### src/rtl/scarv_cop_pkg.sv
// -----------------------------------------------------------------------------
// scarv_cop_pkg
// Shared constants and types for the SCARV crypto ISE coprocessor decoder.
//
// Encoding layout (fields overlap; which ones carry meaning depends on class):
//   [31:29] class       [28:25] subclass     [24:22] pack width
//   [22:19] crs2        [18:15] crs1         [14:11] crs3 / crd2
//   [10:7]  crd / crd1  [11:7]  rd           [19:15] rs1
//   [24:14] imm (sign-extended to 32 bits)
//   [12]    wb_h        [11]    wb_b         [6:0]   major opcode
// -----------------------------------------------------------------------------
package scarv_cop_pkg;

  localparam logic [6:0] SCARV_COP_OPCODE = 7'b0101011;

  // Instruction classes. Class 7 is unallocated and decodes as a bad opcode.
  localparam logic [2:0] SCARV_COP_CLASS_PACKED_ARITH = 3'd0;
  localparam logic [2:0] SCARV_COP_CLASS_TWIDDLE      = 3'd1;
  localparam logic [2:0] SCARV_COP_CLASS_LOADSTORE    = 3'd2;
  localparam logic [2:0] SCARV_COP_CLASS_RANDOM       = 3'd3;
  localparam logic [2:0] SCARV_COP_CLASS_MOVE         = 3'd4;
  localparam logic [2:0] SCARV_COP_CLASS_MP           = 3'd5;
  localparam logic [2:0] SCARV_COP_CLASS_BITWISE      = 3'd6;

  // Packed arithmetic subclasses.
  localparam logic [3:0] SCARV_COP_SCLASS_ADD_PX = 4'd0;
  localparam logic [3:0] SCARV_COP_SCLASS_SUB_PX = 4'd1;
  localparam logic [3:0] SCARV_COP_SCLASS_MUL_PX = 4'd2;
  localparam logic [3:0] SCARV_COP_SCLASS_SLL_PX = 4'd3;
  localparam logic [3:0] SCARV_COP_SCLASS_SRL_PX = 4'd4;

  // Load/store subclasses; the last two are scatter/gather.
  localparam logic [3:0] SCARV_COP_SCLASS_LW        = 4'd0;
  localparam logic [3:0] SCARV_COP_SCLASS_LH        = 4'd1;
  localparam logic [3:0] SCARV_COP_SCLASS_LB        = 4'd2;
  localparam logic [3:0] SCARV_COP_SCLASS_SW        = 4'd3;
  localparam logic [3:0] SCARV_COP_SCLASS_SH        = 4'd4;
  localparam logic [3:0] SCARV_COP_SCLASS_SB        = 4'd5;
  localparam logic [3:0] SCARV_COP_SCLASS_SCATTER_B = 4'd6;
  localparam logic [3:0] SCARV_COP_SCLASS_GATHER_B  = 4'd7;

  // MCCR feature-enable bit indices.
  localparam int SCARV_COP_MCCR_R   = 0;
  localparam int SCARV_COP_MCCR_MP  = 1;
  localparam int SCARV_COP_MCCR_SG  = 2;
  localparam int SCARV_COP_MCCR_P32 = 3;
  localparam int SCARV_COP_MCCR_P16 = 4;
  localparam int SCARV_COP_MCCR_P8  = 5;
  localparam int SCARV_COP_MCCR_P4  = 6;
  localparam int SCARV_COP_MCCR_P2  = 7;

  // Pack-width codes; codes 0..PW_NUM-1 map onto consecutive MCCR bits
  // starting at P32, codes above are reserved.
  localparam logic [2:0] SCARV_COP_PW_32  = 3'd0;
  localparam logic [2:0] SCARV_COP_PW_16  = 3'd1;
  localparam logic [2:0] SCARV_COP_PW_8   = 3'd2;
  localparam logic [2:0] SCARV_COP_PW_4   = 3'd3;
  localparam logic [2:0] SCARV_COP_PW_2   = 3'd4;
  localparam int         SCARV_COP_PW_NUM = 5;

  // Exception cause codes.
  localparam logic [1:0] SCARV_COP_CAUSE_NONE       = 2'd0;
  localparam logic [1:0] SCARV_COP_CAUSE_BAD_OPCODE = 2'd1;
  localparam logic [1:0] SCARV_COP_CAUSE_CLASS_DIS  = 2'd2;
  localparam logic [1:0] SCARV_COP_CAUSE_PW_DIS     = 2'd3;

  typedef struct packed {
    logic [2:0]  cls;
    logic [3:0]  subclass;
    logic [2:0]  pw;
    logic [3:0]  crs1;
    logic [3:0]  crs2;
    logic [3:0]  crs3;
    logic [3:0]  crd;
    logic [3:0]  crd1;
    logic [3:0]  crd2;
    logic [4:0]  rd;
    logic [4:0]  rs1;
    logic [31:0] imm;
    logic        wb_h;
    logic        wb_b;
  } scarv_cop_fields_t;

  // Number of allocated subclasses per class; 0 marks an unallocated class.
  function automatic logic [4:0] scarv_cop_num_subclasses(input logic [2:0] cls);
    case (cls)
      SCARV_COP_CLASS_PACKED_ARITH: return 5'd5;
      SCARV_COP_CLASS_TWIDDLE:      return 5'd4;
      SCARV_COP_CLASS_LOADSTORE:    return 5'd8;
      SCARV_COP_CLASS_RANDOM:       return 5'd3;
      SCARV_COP_CLASS_MOVE:         return 5'd4;
      SCARV_COP_CLASS_MP:           return 5'd8;
      SCARV_COP_CLASS_BITWISE:      return 5'd8;
      default:                      return 5'd0;
    endcase
  endfunction

endpackage

### src/rtl/scarv_cop_idecode.sv
// -----------------------------------------------------------------------------
// scarv_cop_idecode
// Combinational field extraction for one coprocessor instruction. It performs
// no feature gating; it only reports whether the encoding is allocated.
//
// Ports:
//   encoded    in  32  raw instruction
//   fields     out     extracted class/subclass/pw/register/immediate fields
//   bad_opcode out 1   wrong major opcode, unallocated class or subclass
// -----------------------------------------------------------------------------
module scarv_cop_idecode
  import scarv_cop_pkg::*;
(
  input  logic [31:0]       encoded,
  output scarv_cop_fields_t fields,
  output logic              bad_opcode
);

  always_comb begin
    fields          = '0;
    fields.cls      = encoded[31:29];
    fields.subclass = encoded[28:25];
    fields.pw       = encoded[24:22];
    fields.crs1     = encoded[18:15];
    fields.crs2     = encoded[22:19];
    fields.crs3     = encoded[14:11];
    fields.crd      = encoded[10:7];
    fields.crd1     = encoded[10:7];
    fields.crd2     = encoded[14:11];
    fields.rd       = encoded[11:7];
    fields.rs1      = encoded[19:15];
    fields.imm      = {{21{encoded[24]}}, encoded[24:14]};
    fields.wb_h     = encoded[12];
    fields.wb_b     = encoded[11];
  end

  assign bad_opcode = (encoded[6:0] != SCARV_COP_OPCODE) ||
                      ({1'b0, encoded[28:25]} >= scarv_cop_num_subclasses(encoded[31:29]));

endmodule

### src/rtl/scarv_cop_dec_stage.sv
// -----------------------------------------------------------------------------
// scarv_cop_dec_stage
// Registered decode stage: a DEPTH-entry FIFO of raw encodings, a decoder on
// the FIFO head, and an output register under a valid/ready handshake.
// Exceptions are qualified by the feature enables (FEAT_MASK & mccr) sampled
// when the head is loaded into the output register.
//
// Ports:
//   g_clk, g_resetn                 clock, async active-low reset
//   cpu_insn_req_valid/ready        instruction offer handshake
//   cpu_insn_req_encoded [31:0]     raw instruction
//   flush                           drop all buffered and decoded state
//   mccr [7:0]                      runtime feature enables
//   dec_valid/dec_ready             output handshake
//   dec_class/subclass/pw           decoded class fields
//   dec_crs1..3, dec_crd/crd1/crd2  COP register fields
//   dec_rd, dec_rs1                 GPR fields
//   dec_imm [31:0]                  sign-extended immediate
//   dec_wb_h, dec_wb_b              halfword / byte index
//   dec_exception, dec_cause [1:0]  illegal-instruction flag and cause
//   dec_encoded [31:0]              raw encoding passthrough
//   fifo_count                      FIFO occupancy
// -----------------------------------------------------------------------------
module scarv_cop_dec_stage #(
  parameter int         DEPTH     = 2,
  parameter logic [7:0] FEAT_MASK = 8'hFF
) (
  input  logic                     g_clk,
  input  logic                     g_resetn,
  input  logic                     cpu_insn_req_valid,
  output logic                     cpu_insn_req_ready,
  input  logic [31:0]              cpu_insn_req_encoded,
  input  logic                     flush,
  input  logic [7:0]               mccr,
  output logic                     dec_valid,
  input  logic                     dec_ready,
  output logic [2:0]               dec_class,
  output logic [3:0]               dec_subclass,
  output logic [2:0]               dec_pw,
  output logic [3:0]               dec_crs1,
  output logic [3:0]               dec_crs2,
  output logic [3:0]               dec_crs3,
  output logic [3:0]               dec_crd,
  output logic [3:0]               dec_crd1,
  output logic [3:0]               dec_crd2,
  output logic [4:0]               dec_rd,
  output logic [4:0]               dec_rs1,
  output logic [31:0]              dec_imm,
  output logic                     dec_wb_h,
  output logic                     dec_wb_b,
  output logic                     dec_exception,
  output logic [1:0]               dec_cause,
  output logic [31:0]              dec_encoded,
  output logic [$clog2(DEPTH):0]   fifo_count
);

  import scarv_cop_pkg::*;

  localparam int PTR_W = $clog2(DEPTH);
  localparam int CNT_W = PTR_W + 1;
  localparam logic [PTR_W-1:0] PTR_ONE  = PTR_W'(1);
  localparam logic [CNT_W-1:0] CNT_ONE  = CNT_W'(1);
  localparam logic [CNT_W-1:0] CNT_FULL = CNT_W'(DEPTH);

  // FIFO state
  logic [31:0]      fifo_mem [DEPTH];
  logic [PTR_W-1:0] wr_ptr_reg;
  logic [PTR_W-1:0] rd_ptr_reg;
  logic [CNT_W-1:0] count_reg;

  // Output register
  logic              dec_valid_reg;
  scarv_cop_fields_t dec_fields_reg;
  logic [1:0]        dec_cause_reg;
  logic [31:0]       dec_encoded_reg;

  // Head decode
  logic [31:0]       head_encoded;
  scarv_cop_fields_t head_fields;
  logic              head_bad;
  logic [1:0]        head_cause;
  logic [7:0]        en;
  logic [7:0]        pw_en;
  logic              class_dis;

  logic push;
  logic pop;

  assign cpu_insn_req_ready = (count_reg != CNT_FULL);
  assign push = cpu_insn_req_valid && cpu_insn_req_ready;
  assign pop  = (count_reg != '0) && (!dec_valid_reg || dec_ready);

  assign head_encoded = fifo_mem[rd_ptr_reg];

  scarv_cop_idecode u_idecode (
    .encoded    (head_encoded),
    .fields     (head_fields),
    .bad_opcode (head_bad)
  );

  assign en = FEAT_MASK & mccr;

  // One enable bit per pack-width code; reserved codes are never enabled,
  // which makes them fault regardless of mccr.
  for (genvar gi = 0; gi < 8; gi++) begin : g_pw_en
    if (gi < SCARV_COP_PW_NUM) begin : g_legal
      assign pw_en[gi] = en[SCARV_COP_MCCR_P32 + gi];
    end else begin : g_reserved
      assign pw_en[gi] = 1'b0;
    end
  end

  always_comb begin
    class_dis = 1'b0;
    case (head_fields.cls)
      SCARV_COP_CLASS_RANDOM:    class_dis = !en[SCARV_COP_MCCR_R];
      SCARV_COP_CLASS_MP:        class_dis = !en[SCARV_COP_MCCR_MP];
      SCARV_COP_CLASS_LOADSTORE: class_dis = !en[SCARV_COP_MCCR_SG] &&
          ((head_fields.subclass == SCARV_COP_SCLASS_SCATTER_B) ||
           (head_fields.subclass == SCARV_COP_SCLASS_GATHER_B));
      default:                   class_dis = 1'b0;
    endcase
  end

  always_comb begin
    head_cause = SCARV_COP_CAUSE_NONE;
    if (head_bad) begin
      head_cause = SCARV_COP_CAUSE_BAD_OPCODE;
    end else if (class_dis) begin
      head_cause = SCARV_COP_CAUSE_CLASS_DIS;
    end else if ((head_fields.cls == SCARV_COP_CLASS_PACKED_ARITH) && !pw_en[head_fields.pw]) begin
      head_cause = SCARV_COP_CAUSE_PW_DIS;
    end
  end

  // FIFO storage has no reset; entries are only ever read behind the pointers.
  always_ff @(posedge g_clk) begin
    if (push && !flush) begin
      fifo_mem[wr_ptr_reg] <= cpu_insn_req_encoded;
    end
  end

  always_ff @(posedge g_clk or negedge g_resetn) begin
    if (!g_resetn) begin
      wr_ptr_reg      <= '0;
      rd_ptr_reg      <= '0;
      count_reg       <= '0;
      dec_valid_reg   <= 1'b0;
      dec_fields_reg  <= '0;
      dec_cause_reg   <= SCARV_COP_CAUSE_NONE;
      dec_encoded_reg <= '0;
    end else if (flush) begin
      // Decoded data is left stale; dec_valid=0 makes it meaningless.
      wr_ptr_reg    <= '0;
      rd_ptr_reg    <= '0;
      count_reg     <= '0;
      dec_valid_reg <= 1'b0;
    end else begin
      if (push) wr_ptr_reg <= wr_ptr_reg + PTR_ONE;
      if (pop)  rd_ptr_reg <= rd_ptr_reg + PTR_ONE;

      case ({push, pop})
        2'b10:   count_reg <= count_reg + CNT_ONE;
        2'b01:   count_reg <= count_reg - CNT_ONE;
        default: count_reg <= count_reg;
      endcase

      if (pop) begin
        dec_valid_reg   <= 1'b1;
        dec_fields_reg  <= head_fields;
        dec_cause_reg   <= head_cause;
        dec_encoded_reg <= head_encoded;
      end else if (dec_ready) begin
        dec_valid_reg <= 1'b0;
      end
    end
  end

  assign fifo_count    = count_reg;
  assign dec_valid     = dec_valid_reg;
  assign dec_class     = dec_fields_reg.cls;
  assign dec_subclass  = dec_fields_reg.subclass;
  assign dec_pw        = dec_fields_reg.pw;
  assign dec_crs1      = dec_fields_reg.crs1;
  assign dec_crs2      = dec_fields_reg.crs2;
  assign dec_crs3      = dec_fields_reg.crs3;
  assign dec_crd       = dec_fields_reg.crd;
  assign dec_crd1      = dec_fields_reg.crd1;
  assign dec_crd2      = dec_fields_reg.crd2;
  assign dec_rd        = dec_fields_reg.rd;
  assign dec_rs1       = dec_fields_reg.rs1;
  assign dec_imm       = dec_fields_reg.imm;
  assign dec_wb_h      = dec_fields_reg.wb_h;
  assign dec_wb_b      = dec_fields_reg.wb_b;
  assign dec_cause     = dec_cause_reg;
  assign dec_exception = (dec_cause_reg != SCARV_COP_CAUSE_NONE);
  assign dec_encoded   = dec_encoded_reg;

endmodule

### config.mk
export PLATFORM = sky130hd
export DESIGN_NAME = scarv_cop_dec_stage
export DESIGN_NICKNAME = d
export VERILOG_FILES = /design/src/rtl/scarv_cop_pkg.sv /design/src/rtl/scarv_cop_idecode.sv /design/src/rtl/scarv_cop_dec_stage.sv
export SDC_FILE = /design/constraint.sdc
export NUM_CORES = 1
export LEC_CHECK = 0
export ABC_AREA = 1
export CAP_MARGIN = 20
export CORE_MARGIN = 3
export CORE_UTILIZATION = 41
export DETAILED_ROUTE_END_ITERATION = 12
export PLACE_DENSITY = 0.87
export SLEW_MARGIN = 20
export SYNTH_ARGS = -nofsm -noshare
export SYNTH_HDL_FRONTEND = slang
export SYNTH_SLANG_ARGS = --single-unit
### constraint.sdc
create_clock -name g_clk -period 2.95 [get_ports g_clk]
set_input_delay 0.7375 -clock g_clk [delete_from_list [all_inputs] [get_ports g_clk]]
set_output_delay 0.7375 -clock g_clk [all_outputs]
set_load 0.05 [all_outputs]
==> metrics.cfg <==
[outcome]
status = complete, no violations

[worst_hold_path]
min_path_cells = 2
hold_path_end = dec_encoded[2]
hp-start = dec_encoded[2]
hold_path_class = reg2reg

[setup_path]
path_delay_family = buffers and inverters
slowest_stage = clkdlybuf4s50_1
r2r_start = rd_ptr_reg
worst-path-buf-inv = 1
r2r_setup_slack_ns = 0.60
max_stage_delay_ns = 0.93
worstReg2RegEnd = dec_cause[0]
crit_path_max_fanout = 25
cp_data_required_time_ns = 2.21
worstSetupPathType = reg2out
critPathLaunchType = flip-flop
worstPathArrival_ns = 2.03
setup.worst_path.end_class = output pin
cp_cell_sequence = clkdlybuf4s50_1
r2r_cells = 12

[global_routing]
grt_pass1_wl_mm = 16.1
grt_max_degree = 40
grt_use_total = 0.159
met3_usage = 0.0329
grt_use_met1 = 0.189
grt_pass1_vias = 3260
grt.overflow.total = 0
met2_usage = 0.282
top_usage_layer = met2
antenna_found_initial = 0

[detailed_routing]
wl_per_cell_um = 15.0
drc = 0
viasPerCell = 4.86
drt-initial-drc-count = 157
vias = 3334
totalWireLength_mm = 10.3
drtPass1Iterations = 4
drtAntennaViolNets = 0

[sta]
clock.fmax_ghz = 0.362
setup_viol = 0
final-hold-violation-count = 0
fin_crit_sh = 0.937
finClkSkew_ns = 0.0115
worst_pin_slew_ns = 0.949
final.setup.tns_ns = 0
rsz0062_at_grt = false
final_max_slew_viol_count = 0
relSlewSlack = 0.368
fin_ws_ns = 0.185
period_needed_ns = 2.76

[cells_and_area]
fin_cells = 686
mostFrequentLayoutCell = clkdlybuf4s50_1
antenna_cells = 0
fill_cells = 903
layout_common_cells = clkdlybuf4s50_1, nand2_1, edfxtp_1
stdcell_area_um2 = 6230
fin_nets = 591
largest_register_ffs = 64
area_growth_pct = 30.7
layout-drive-gt1-share = 0.0641

[floorplan]
initial_core_util = 0.430
die_h_um = 114
die-area_um2 = 13000
core_area_um2 = 11100
io_pins = 162
rows = 38
fp.dieW_um = 114

[placed_design]
dp_cells = 671
port_buffers = 161
post-place-ws_ns = 0.524
hpwlAfterDp_mm = 7.42
placed_area_um2 = 5920
place_congestion = 0.859

[synth]
synth_top_area_frac = 0.403
synth_area_um2 = 4760
synth_top_area_cell = edfxtp_1
synth_cells = 455
seq_area_frac_synth = 0.608
synth_cell_types = 29
syn-mean-instance-area_um2 = 10.5
synth_warnings = 0
ys_seq_elements = 103
ys_top_cells_by_area = edfxtp_1, dfrtp_1, buf_4
syn-num-nets = 504

[clock_tree]
hold_buffers = 0
ctsResizeCount = 0
insertion_delay_ns = 0.34
cts_max_level = 3
clockBufferDepth = 2
cts_made_buffers = 9
cts.sinks = 103
clk_pin_slew_ns = 0.07
post_cts_buffers = 0
cts_tree = done
clockRootBuffer = clkbuf_16

[run]
drv_cap = 0

[how the worst max path moves through the flow]
stage	startpoint	end	depth (start not counted)
after floorplan	fifo_count[0]	fifo_mem[0][0]	4
after global placement	dec_encoded[24]	dec_imm[10]	1
after detailed placement	dec_encoded[24]	dec_imm[24]	1
after CTS	dec_encoded[24]	dec_imm[24]	1
after global routing	dec_encoded[24]	dec_imm[21]	1
final	dec_encoded[24]	dec_imm[24]	1
[cell type report]
type,instances,area [um2],share of cell area
multi-input combinational,229,1070,0.172
clock inverter,6,80.1,0.0129
clock buffer,9,225,0.0362
sequential,103,2900,0.465
inverter,32,128,0.0205
tap,140,175,0.0281
timing repair buffer,167,1650,0.265
[through the flow]
step	util	hold slack (ns)
finish	0.562	0.482
global placement	0.535	0.469
CTS	0.562	0.488
detailed placement	0.535	0.470
floorplan	-	0.442
global route	0.562	0.498
[Yosys cell counts]
master    number
inv_1         31
nand2_2        5
nand3_2        1
mux2i_1        1
nor2_2         1
o21ai_0       15
ha_1           4
a21o_1         1
nor3_1         2
a21boi_1       1
nand3_1       11
a21boi_0       1
nor2_1        42
a31oi_1        1
o21bai_1       1
a21oi_1        4
o31ai_1       15
buf_12         1
o21ai_1        4
dfrtp_1       39
nand2_1      116
buf_6          3
clkbuf_1       3
edfxtp_1      64
or2_2          3
buf_4         78
inv_8          1
buf_2          5
buf_8          1
[logic make-up after synthesis]
kind of cell / Yosys count / share of synthesized area
AO/OA/AOI/OAI: 43 / 0.0554
buffers and inverters: 123 / 0.172
multiplexers: 1 / 0.00210
adder cells (fa/ha/maj): 4 / 0.0105
AND/OR/NAND/NOR: 181 / 0.152
flip-flops: 103 / 0.608
[routing by layer]
metal  up-vias  routed length (um)
met5         -                   0
met4         0                 187
met3        15                 751
met2       149                5320
met1      1587                4030
li1       1583                   -
Power is not shown: default switching activity piles up to over one toggle a cycle in this logic, so the estimate is an artifact.
